[src/rtl/sn_stream_gen_if.sv]
// Stream-generator handshake bundle: start/lane values/hold in, stream bits and status out.
interface sn_stream_gen_if #(
  parameter int NUM_BIT = 4,
  parameter int DIM     = 4
);
  logic                             i_start_sng;
  logic [DIM-1:0][NUM_BIT-1:0]      i_x_sng;
  logic                             i_hold_sng;
  logic                             o_valid_sng;
  logic [DIM-1:0]                   o_sn_bit_sng;
  logic                             o_busy_sng;
  logic                             o_done_sng;

  modport master (
    output i_start_sng, i_x_sng, i_hold_sng,
    input  o_valid_sng, o_sn_bit_sng, o_busy_sng, o_done_sng
  );

  modport slave (
    input  i_start_sng, i_x_sng, i_hold_sng,
    output o_valid_sng, o_sn_bit_sng, o_busy_sng, o_done_sng
  );
endinterface

[src/rtl/sn_stream_gen.sv]
// Binary-to-stochastic encoder: one unipolar bitstream per lane, thresholded
// against a shared maximal-length LFSR that sweeps 1..2^NUM_BIT-1 once per stream.
module sn_stream_gen #(
  parameter int                 NUM_BIT = 4,
  parameter int                 DIM     = 4,
  parameter logic [NUM_BIT-1:0] TAPS    = 4'b1100,
  parameter logic [NUM_BIT-1:0] SEED    = 4'b0001
) (
  input  logic             i_clk_sng,
  input  logic             i_rst_n_sng,
  sn_stream_gen_if.slave   sng
);

  typedef enum logic [1:0] {
    IDLE = 2'd0,
    RUN  = 2'd1,
    DONE = 2'd2
  } state_t;

  // Count of the final beat: 2^NUM_BIT-2.
  localparam logic [NUM_BIT-1:0] LAST_BEAT = {{(NUM_BIT-1){1'b1}}, 1'b0};

  state_t                      state_r, state_nxt;
  logic [DIM-1:0][NUM_BIT-1:0] x_r;
  logic [NUM_BIT-1:0]          lfsr_r;
  logic [NUM_BIT-1:0]          cnt_r;
  logic                        start_ok;
  logic                        beat;
  logic [DIM-1:0]              cmp;

  always_ff @(posedge i_clk_sng or negedge i_rst_n_sng) begin
    if (!i_rst_n_sng) state_r <= IDLE;
    else              state_r <= state_nxt;
  end

  always_comb begin
    state_nxt        = state_r;
    start_ok         = 1'b0;
    beat             = 1'b0;
    sng.o_valid_sng  = 1'b0;
    sng.o_busy_sng   = 1'b0;
    sng.o_done_sng   = 1'b0;
    unique case (state_r)
      IDLE: begin
        if (sng.i_start_sng) begin
          start_ok  = 1'b1;
          state_nxt = RUN;
        end
      end
      RUN: begin
        sng.o_busy_sng  = 1'b1;
        beat            = !sng.i_hold_sng;
        sng.o_valid_sng = beat;
        if (beat && cnt_r == LAST_BEAT) state_nxt = DONE;
      end
      DONE: begin
        sng.o_done_sng = 1'b1;
        if (sng.i_start_sng) begin
          start_ok  = 1'b1;
          state_nxt = RUN;
        end else begin
          state_nxt = IDLE;
        end
      end
      default: state_nxt = IDLE;
    endcase
  end

  always_comb begin
    cmp = '0;
    for (int unsigned i = 0; i < DIM; i++) cmp[i] = (x_r[i] >= lfsr_r);
  end

  assign sng.o_sn_bit_sng = sng.o_valid_sng ? cmp : '0;

  // LFSR and beat counter advance only on emitted beats, so hold freezes both.
  always_ff @(posedge i_clk_sng or negedge i_rst_n_sng) begin
    if (!i_rst_n_sng) begin
      x_r    <= '0;
      lfsr_r <= SEED;
      cnt_r  <= '0;
    end else if (start_ok) begin
      x_r    <= sng.i_x_sng;
      lfsr_r <= SEED;
      cnt_r  <= '0;
    end else if (beat) begin
      lfsr_r <= {lfsr_r[NUM_BIT-2:0], ^(lfsr_r & TAPS)};
      cnt_r  <= cnt_r + 1'b1;
    end
  end

endmodule

[src/flat_wrapper.sv]
// flat-port wrapper written by rule: the top's interface ports become plain ports
module sn_stream_gen_flat 
#(
  parameter int                 NUM_BIT = 4,
  parameter int                 DIM     = 4,
  parameter logic [NUM_BIT-1:0] TAPS    = 4'b1100,
  parameter logic [NUM_BIT-1:0] SEED    = 4'b0001
)
  (i_clk_sng, i_rst_n_sng, sng_i_start_sng, sng_i_x_sng, sng_i_hold_sng, sng_o_valid_sng, sng_o_sn_bit_sng, sng_o_busy_sng, sng_o_done_sng);
  sn_stream_gen_if #(.NUM_BIT(NUM_BIT), .DIM(DIM)) sng_i ();
  input  logic i_clk_sng;
  input  logic i_rst_n_sng;
  input wire logic [$bits(sng_i.i_start_sng)-1:0] sng_i_start_sng;
  input wire logic [$bits(sng_i.i_x_sng)-1:0] sng_i_x_sng;
  input wire logic [$bits(sng_i.i_hold_sng)-1:0] sng_i_hold_sng;
  output wire logic [$bits(sng_i.o_valid_sng)-1:0] sng_o_valid_sng;
  output wire logic [$bits(sng_i.o_sn_bit_sng)-1:0] sng_o_sn_bit_sng;
  output wire logic [$bits(sng_i.o_busy_sng)-1:0] sng_o_busy_sng;
  output wire logic [$bits(sng_i.o_done_sng)-1:0] sng_o_done_sng;
  assign sng_i.i_start_sng = sng_i_start_sng;
  assign sng_i.i_x_sng = sng_i_x_sng;
  assign sng_i.i_hold_sng = sng_i_hold_sng;
  assign sng_o_valid_sng = sng_i.o_valid_sng;
  assign sng_o_sn_bit_sng = sng_i.o_sn_bit_sng;
  assign sng_o_busy_sng = sng_i.o_busy_sng;
  assign sng_o_done_sng = sng_i.o_done_sng;
  sn_stream_gen #(.NUM_BIT(NUM_BIT), .DIM(DIM), .TAPS(TAPS), .SEED(SEED)) u_core (.i_clk_sng(i_clk_sng), .i_rst_n_sng(i_rst_n_sng), .sng(sng_i));
endmodule
[config.mk]
export PLATFORM = sky130hd
export DESIGN_NAME = sn_stream_gen_flat
export DESIGN_NICKNAME = d
export VERILOG_FILES = /design/src/rtl/sn_stream_gen_if.sv /design/src/rtl/sn_stream_gen.sv /design/src/flat_wrapper.sv
export SDC_FILE = /design/constraint.sdc
export NUM_CORES = 1
export LEC_CHECK = 0
export BUFFER_PORTS_ARGS = -buffer_cell sky130_fd_sc_hd__buf_2
export CORE_MARGIN = 3
export CORE_UTILIZATION = 49
export DETAILED_ROUTE_END_ITERATION = 7
export GPL_TIMING_DRIVEN = 0
export PLACE_DENSITY_LB_ADDON = 0.3
export SLEW_MARGIN = 0
export SYNTH_ARGS = -nofsm -noshare
export SYNTH_HDL_FRONTEND = slang
export SYNTH_SLANG_ARGS = --single-unit
[constraint.sdc]
create_clock -name i_clk_sng -period 1.4 [get_ports i_clk_sng]
set_clock_uncertainty 0.05 [all_clocks]
set_input_delay 0.14 -clock i_clk_sng [delete_from_list [all_inputs] [get_ports i_clk_sng]]
set_output_delay 0.14 -clock i_clk_sng [all_outputs]
set_load 0.02 [all_outputs]
# Word level (Yosys, flattened, before mapping)
# Index checks and enable logic that the tools add are counted.
# classes
addsub	1
order_cmp	4
n_eq_ne	5
n_mux	14
reduce_logical	7
# ops
cell	count
2-to-1 mux 4 bit	5
>= comparator 4 bit	4
2-to-1 mux 1 bit	6
case mux 2 bit (3 select lines)	1
adder 4 x 1 -> 4 bit (second input constant)	1
equality test 4 bit (second input constant)	1
2-to-1 mux 2 bit	2
parity 4 bit	1
equality test 2 x 1 -> 1 bit (second input constant)	1
equality test 2 bit (second input constant)	1
logical NOT 2 bit	1
!= test 2 x 1 -> 1 bit (second input constant)	1
!= test 2 bit (second input constant)	1
AND reduction 2 bit	1
nonzero test 2 bit	1
OR reduction 2 bit	1
logical AND 1 bit	1
logical NOT 1 bit	1
# word_totals
register_bits	26
inputBits	20
output_inout_bits	7
wordCells	38

# Depth between registers and ports, before layout
# logic_depth
depth_word	4
mapped_depth	5
depth_no_buf	5

# Worst setup path after synthesis
# No wires, ideal clock.
# synth_timing
path_kind	register to output
start	register u_core.state_r[1]
end	output sng_o_sn_bit_sng[0]
arrival_time_ns	1.280
setup_slack_ns	-0.070
stages_incl_launch_ff	5
n_path_buf	1
cell_sequence	dfrtp_1 or3b_4 clkbuf_1 nor2_1 o31a_1
# synth_via
elab_chain_cells	3
# synth_rtl
item	line_no	source
start: declaration	sn_stream_gen.sv:23	state_t state_r, state_nxt;
start signal: assignment	sn_stream_gen.sv:33	else state_r <= state_nxt;
equality test 2 x 1 -> 1 bit	sn_stream_gen.sv:43	unique case (state_r)
2-to-1 mux 1 bit	sn_stream_gen.sv:43	
2-to-1 mux 4 bit	sn_stream_gen.sv:74	assign sng.o_sn_bit_sng = sng.o_valid_sng ? cmp : '0;
end: declaration	flat_wrapper.sv:17	output wire logic [$bits(sng_i.o_sn_bit_sng)-1:0] sng_o_sn_bit_sng;
# Every way passes these cells.

# Final worst setup path
# layout_timing
start	register u_core.lfsr_r[0]
end	output sng_o_sn_bit_sng[3]
# layout_via
elab_chain_cells	2
# layout_rtl
item	line_no	source
start: declaration	sn_stream_gen.sv:25	logic [NUM_BIT-1:0] lfsr_r;
start signal: assignment	sn_stream_gen.sv:87	lfsr_r <= {lfsr_r[NUM_BIT-2:0], ^(lfsr_r & TAPS)};
>= comparator 4 bit	sn_stream_gen.sv:71	for (int unsigned i = 0; i < DIM; i++) cmp[i] = (x_r[i] >= lfsr_r);
2-to-1 mux 4 bit	sn_stream_gen.sv:74	
# Every way passes these cells.

==> results by group <==
Status
  – Result of the run: complete, but fails checks
  – Violated checks: negative setup slack

Clock network
  – Later-pin clock latency in the skew report: 330 ps
  – Clock tree from TritonCTS: built
  – Clk sink count: 26
  – Clock root buffer: sky130_fd_sc_hd__clkbuf_4
  – Number of buffers added by the clock tree synthesis step: 3
  – H-tree level count: 1
  – CTS Buffer Depth: 2
  – Clock transition at path regs: 150 ps

Floorplanning
  – Initial Utilization: 53.9%
  – Row count: 18
  – Number of I/O pins: 27
  – Die Footprint: 3530 µm²
  – Width of the chip: 59.4 µm
  – Die Ht: 59.4 µm
  – CORE AREA: 2590 µm²

Synthesis
  – Yosys Warn Count: 0
  – Count of mapped cells out of synthesis: 153
  – Part of the Yosys area used for sequential elements: 46.7%
  – Count of unique library cells instantiated by Yosys: 27
  – Total nets after synthesis: 191
  – Flop and latch count out of synthesis: 26
  – Average footprint of a synthesized cell: 9.13 µm²
  – Netlist area before placement: 1400 µm²

Global routing
  – Antenna violations before repair: 0
  – Total congestion overflow: 0
  – Global-route wire length before repair: 5230 µm
  – Via count of the first global-routing pass: 1252
  – Aggregate global-route resource usage: 19.9%
  – Maximum number of pins on one net before global-route repair: 27

Timing
  – Unrepaired setup endpoints after global routing: yes
  – Worst hold-check slack: 153 ps
  – Count of final hold-check violations: 0
  – Final clock period utilization by the worst path: 141%
  – Final setup fails: 8
  – Maximum frequency from static timing analysis: 508 MHz
  – Slew margin rel.: 60.4%
  – Count of final max-slew check failures: 0
  – Actual slew at the worst max-slew pin: 594 ps
  – Final worst slack: -569 ps
  – Post-layout minimum cycle time: 1970 ps

Pwr
  – Largest vdd supply drop: 1480 µV
  – P per Cell Area: 2030 nW/µm²
  – Static leakage: 0.000967 µW
  – Total chip power: 3790 µW

Critical path
  – Worst Path Max Fanout: 6
  – Cell-by-cell listing of the critical path: ha_1 > nor2_1 > a21oi_1 > o31a_1 > buf_2
  – Stage delay of the slowest cell on the critical path: 650 ps
  – Critical path startpoint category: flop
  – Data arrival time of the worst path: 1780 ps
  – Crit Path Category: flop to primary output
  – Crit path max-delay cell type: sky130_fd_sc_hd__dfstp_2
  – WP data required: 1210 ps
  – Endpoint type of the worst setup path: primary output

Place
  – PortBufs: 26
  – Post-DP HPWL: 2160 µm
  – Final weighted congestion in routability-driven placement: 0.772

Layout
  – Area taken by flip-flops and latches: 652 µm²
  – Total area of multi-input combinational cells: 728 µm²
  – Number of antenna cells inserted: 0
  – Fill cells: 197
  – Total number of nets in the final design: 240
  – Fraction of final layout cells sized beyond drive strength 1: 24.9%
  – Commonest cells after routing, fill and taps aside: sky130_fd_sc_hd__nand2_1 (43), sky130_fd_sc_hd__dfrtp_1 (25), sky130_fd_sc_hd__buf_2 (23), sky130_fd_sc_hd__ha_1 (17), sky130_fd_sc_hd__dlygate4sd3_1 (17)
  – Leading cell type in the layout, fill and taps excluded: sky130_fd_sc_hd__nand2_1
  – Synthesis-to-layout area growth: 33.3%

Drt
  – Number of search-and-repair iterations in the first detailed-routing pass: 4
  – Via/cell ratio: 5.28
  – Final wirelength: 3390 µm
  – Final ANT Viol Nets: 0
  – Detailed-route DRC error count: 0
  – Count of vias placed by the detailed router: 1220
  – Number of DRC markers in iteration 0: 45
  – Drt wl/cell: 14.7 µm

Job
  – Max-Cap Viols: 0

Worst hold path
  – Class of the worst hold path: primary input to flop
==> where the power goes <==
group	total (µW)	internal (µW)	switching (µW)
sequential	1370	1110	266
combinational	2070	945	1130
clock	344	112	233
total	3790	2160	1620
==> flip-flops by register name, indices dropped and copies added (netlist names) <==
register	flops
u_core.x_r	16
u_core.lfsr_r	4
u_core.state_r	2
u_core.cnt_r	4
==> stage by stage <==
stage / cell area (µm²) / std cells / utilization (%) / TNS (ps) / setup slack [ps]
final: 1860 / 231 / 71.9 / -2690 / -569
after global routing: 1860 / 231 / 71.9 / -3230 / -629
after CTS: 1810 / 230 / 69.8 / -2420 / -562
after detailed placement: 1580 / 209 / 61.2 / -686 / -179
after global placement: 1580 / 209 / 61.2 / -581 / -161
after floorplan: 1420 / 153 / - / -59.4 / -29.7
==> kinds of logic (layout without fill, tap and decap cells) <==
group / count (synthesis) / in the layout / share of synthesized area (%)
XOR/XNOR: 1 / 1 / 0.627
buffers and inverters: 15 / 63 / 4.12
adder cells (fa/ha/maj): 18 / 18 / 16.1
AND/OR/NAND/NOR: 67 / 67 / 21.3
multiplexers: 1 / 1 / 0.717
flip-flops: 26 / 26 / 46.7
AO/OA/AOI/OAI: 25 / 25 / 10.4
==> layout make-up <==
type	instances	share of cell area [%]
clock buffer	4	1.41
inverter	10	2.28
buffer	4	1.68
sequential	26	35.0
timing repair buffer	45	18.5
tap	30	2.02
multi-input combinational	112	39.1
==> layer usage <==
metal | vias to the layer above | global-route usage [%] | share of wire [%]
li1 | 603 | - | -
met1 | 578 | 24.1 | 44
met2 | 32 | 35.4 | 51
met3 | 7 | 3.05 | 3.5
met4 | 0 | 6.80 | 1.6
met5 | - | 0 | 0
==> critical path, delay by kind of cell, from the launching register on <==
family                     cells  cell delay, ps
DFF                            1             650
AOI/OAI and AO/OA              2             310
adders and majority gates      1             250
buffers and inverters          1             160
and+or+nand+nor                1              90
==> final timing paths <==
kind                                    from                  end  slack (ps)  depth (start not counted)
min in group asynchronous        i_rst_n_sng      u_core.cnt_r[1]         270                          2
max in group asynchronous        i_rst_n_sng        u_core.x_r[5]         640                          2
min                          sng_i_start_sng        u_core.x_r[3]         150                          4
max reg2reg                u_core.state_r[1]      u_core.cnt_r[3]         -90                          3
min reg2reg                    u_core.x_r[7]        u_core.x_r[7]         450                          2
max                         u_core.lfsr_r[0]  sng_o_sn_bit_sng[3]        -570                          5
==> cells in the mapped netlist <==
master	instances	area share, %
sky130_fd_sc_hd__and2_1	1	0.45
sky130_fd_sc_hd__o21ai_0	16	5.7
sky130_fd_sc_hd__a21oi_1	4	1.4
sky130_fd_sc_hd__dfstp_2	1	1.9
sky130_fd_sc_hd__nand2_1	43	12
sky130_fd_sc_hd__or3_1	1	0.45
sky130_fd_sc_hd__ha_1	18	16
sky130_fd_sc_hd__dfrtp_1	25	45
sky130_fd_sc_hd__nor3_1	1	0.36
sky130_fd_sc_hd__nand2b_1	1	0.45
sky130_fd_sc_hd__inv_1	9	2.4
sky130_fd_sc_hd__mux2i_1	1	0.72
sky130_fd_sc_hd__o31a_1	2	1.3
sky130_fd_sc_hd__or2b_1	1	0.54
sky130_fd_sc_hd__o211a_1	2	1.4
sky130_fd_sc_hd__xnor2_1	1	0.63
sky130_fd_sc_hd__nor3b_1	2	1.1
sky130_fd_sc_hd__nor2b_1	1	0.45
sky130_fd_sc_hd__and4b_1	1	0.72
sky130_fd_sc_hd__and2b_1	1	0.54
sky130_fd_sc_hd__nor2_1	8	2.2
sky130_fd_sc_hd__clkinv_1	1	0.27
sky130_fd_sc_hd__or3b_4	1	0.81
sky130_fd_sc_hd__buf_2	1	0.36
sky130_fd_sc_hd__o31ai_1	1	0.54
sky130_fd_sc_hd__clkbuf_1	4	1.1
sky130_fd_sc_hd__nand3_1	5	1.8
==> timing repair <==
item                       in CTS  in global routing
hold endpoints to repair       41                  0
hold buffers                   17                  0
pin swaps                       0                  2
setup endpoints to repair      21                 25
buffers inserted                1                  1
resized for setup              11                 14
Power figures use the tool's default switching activity.
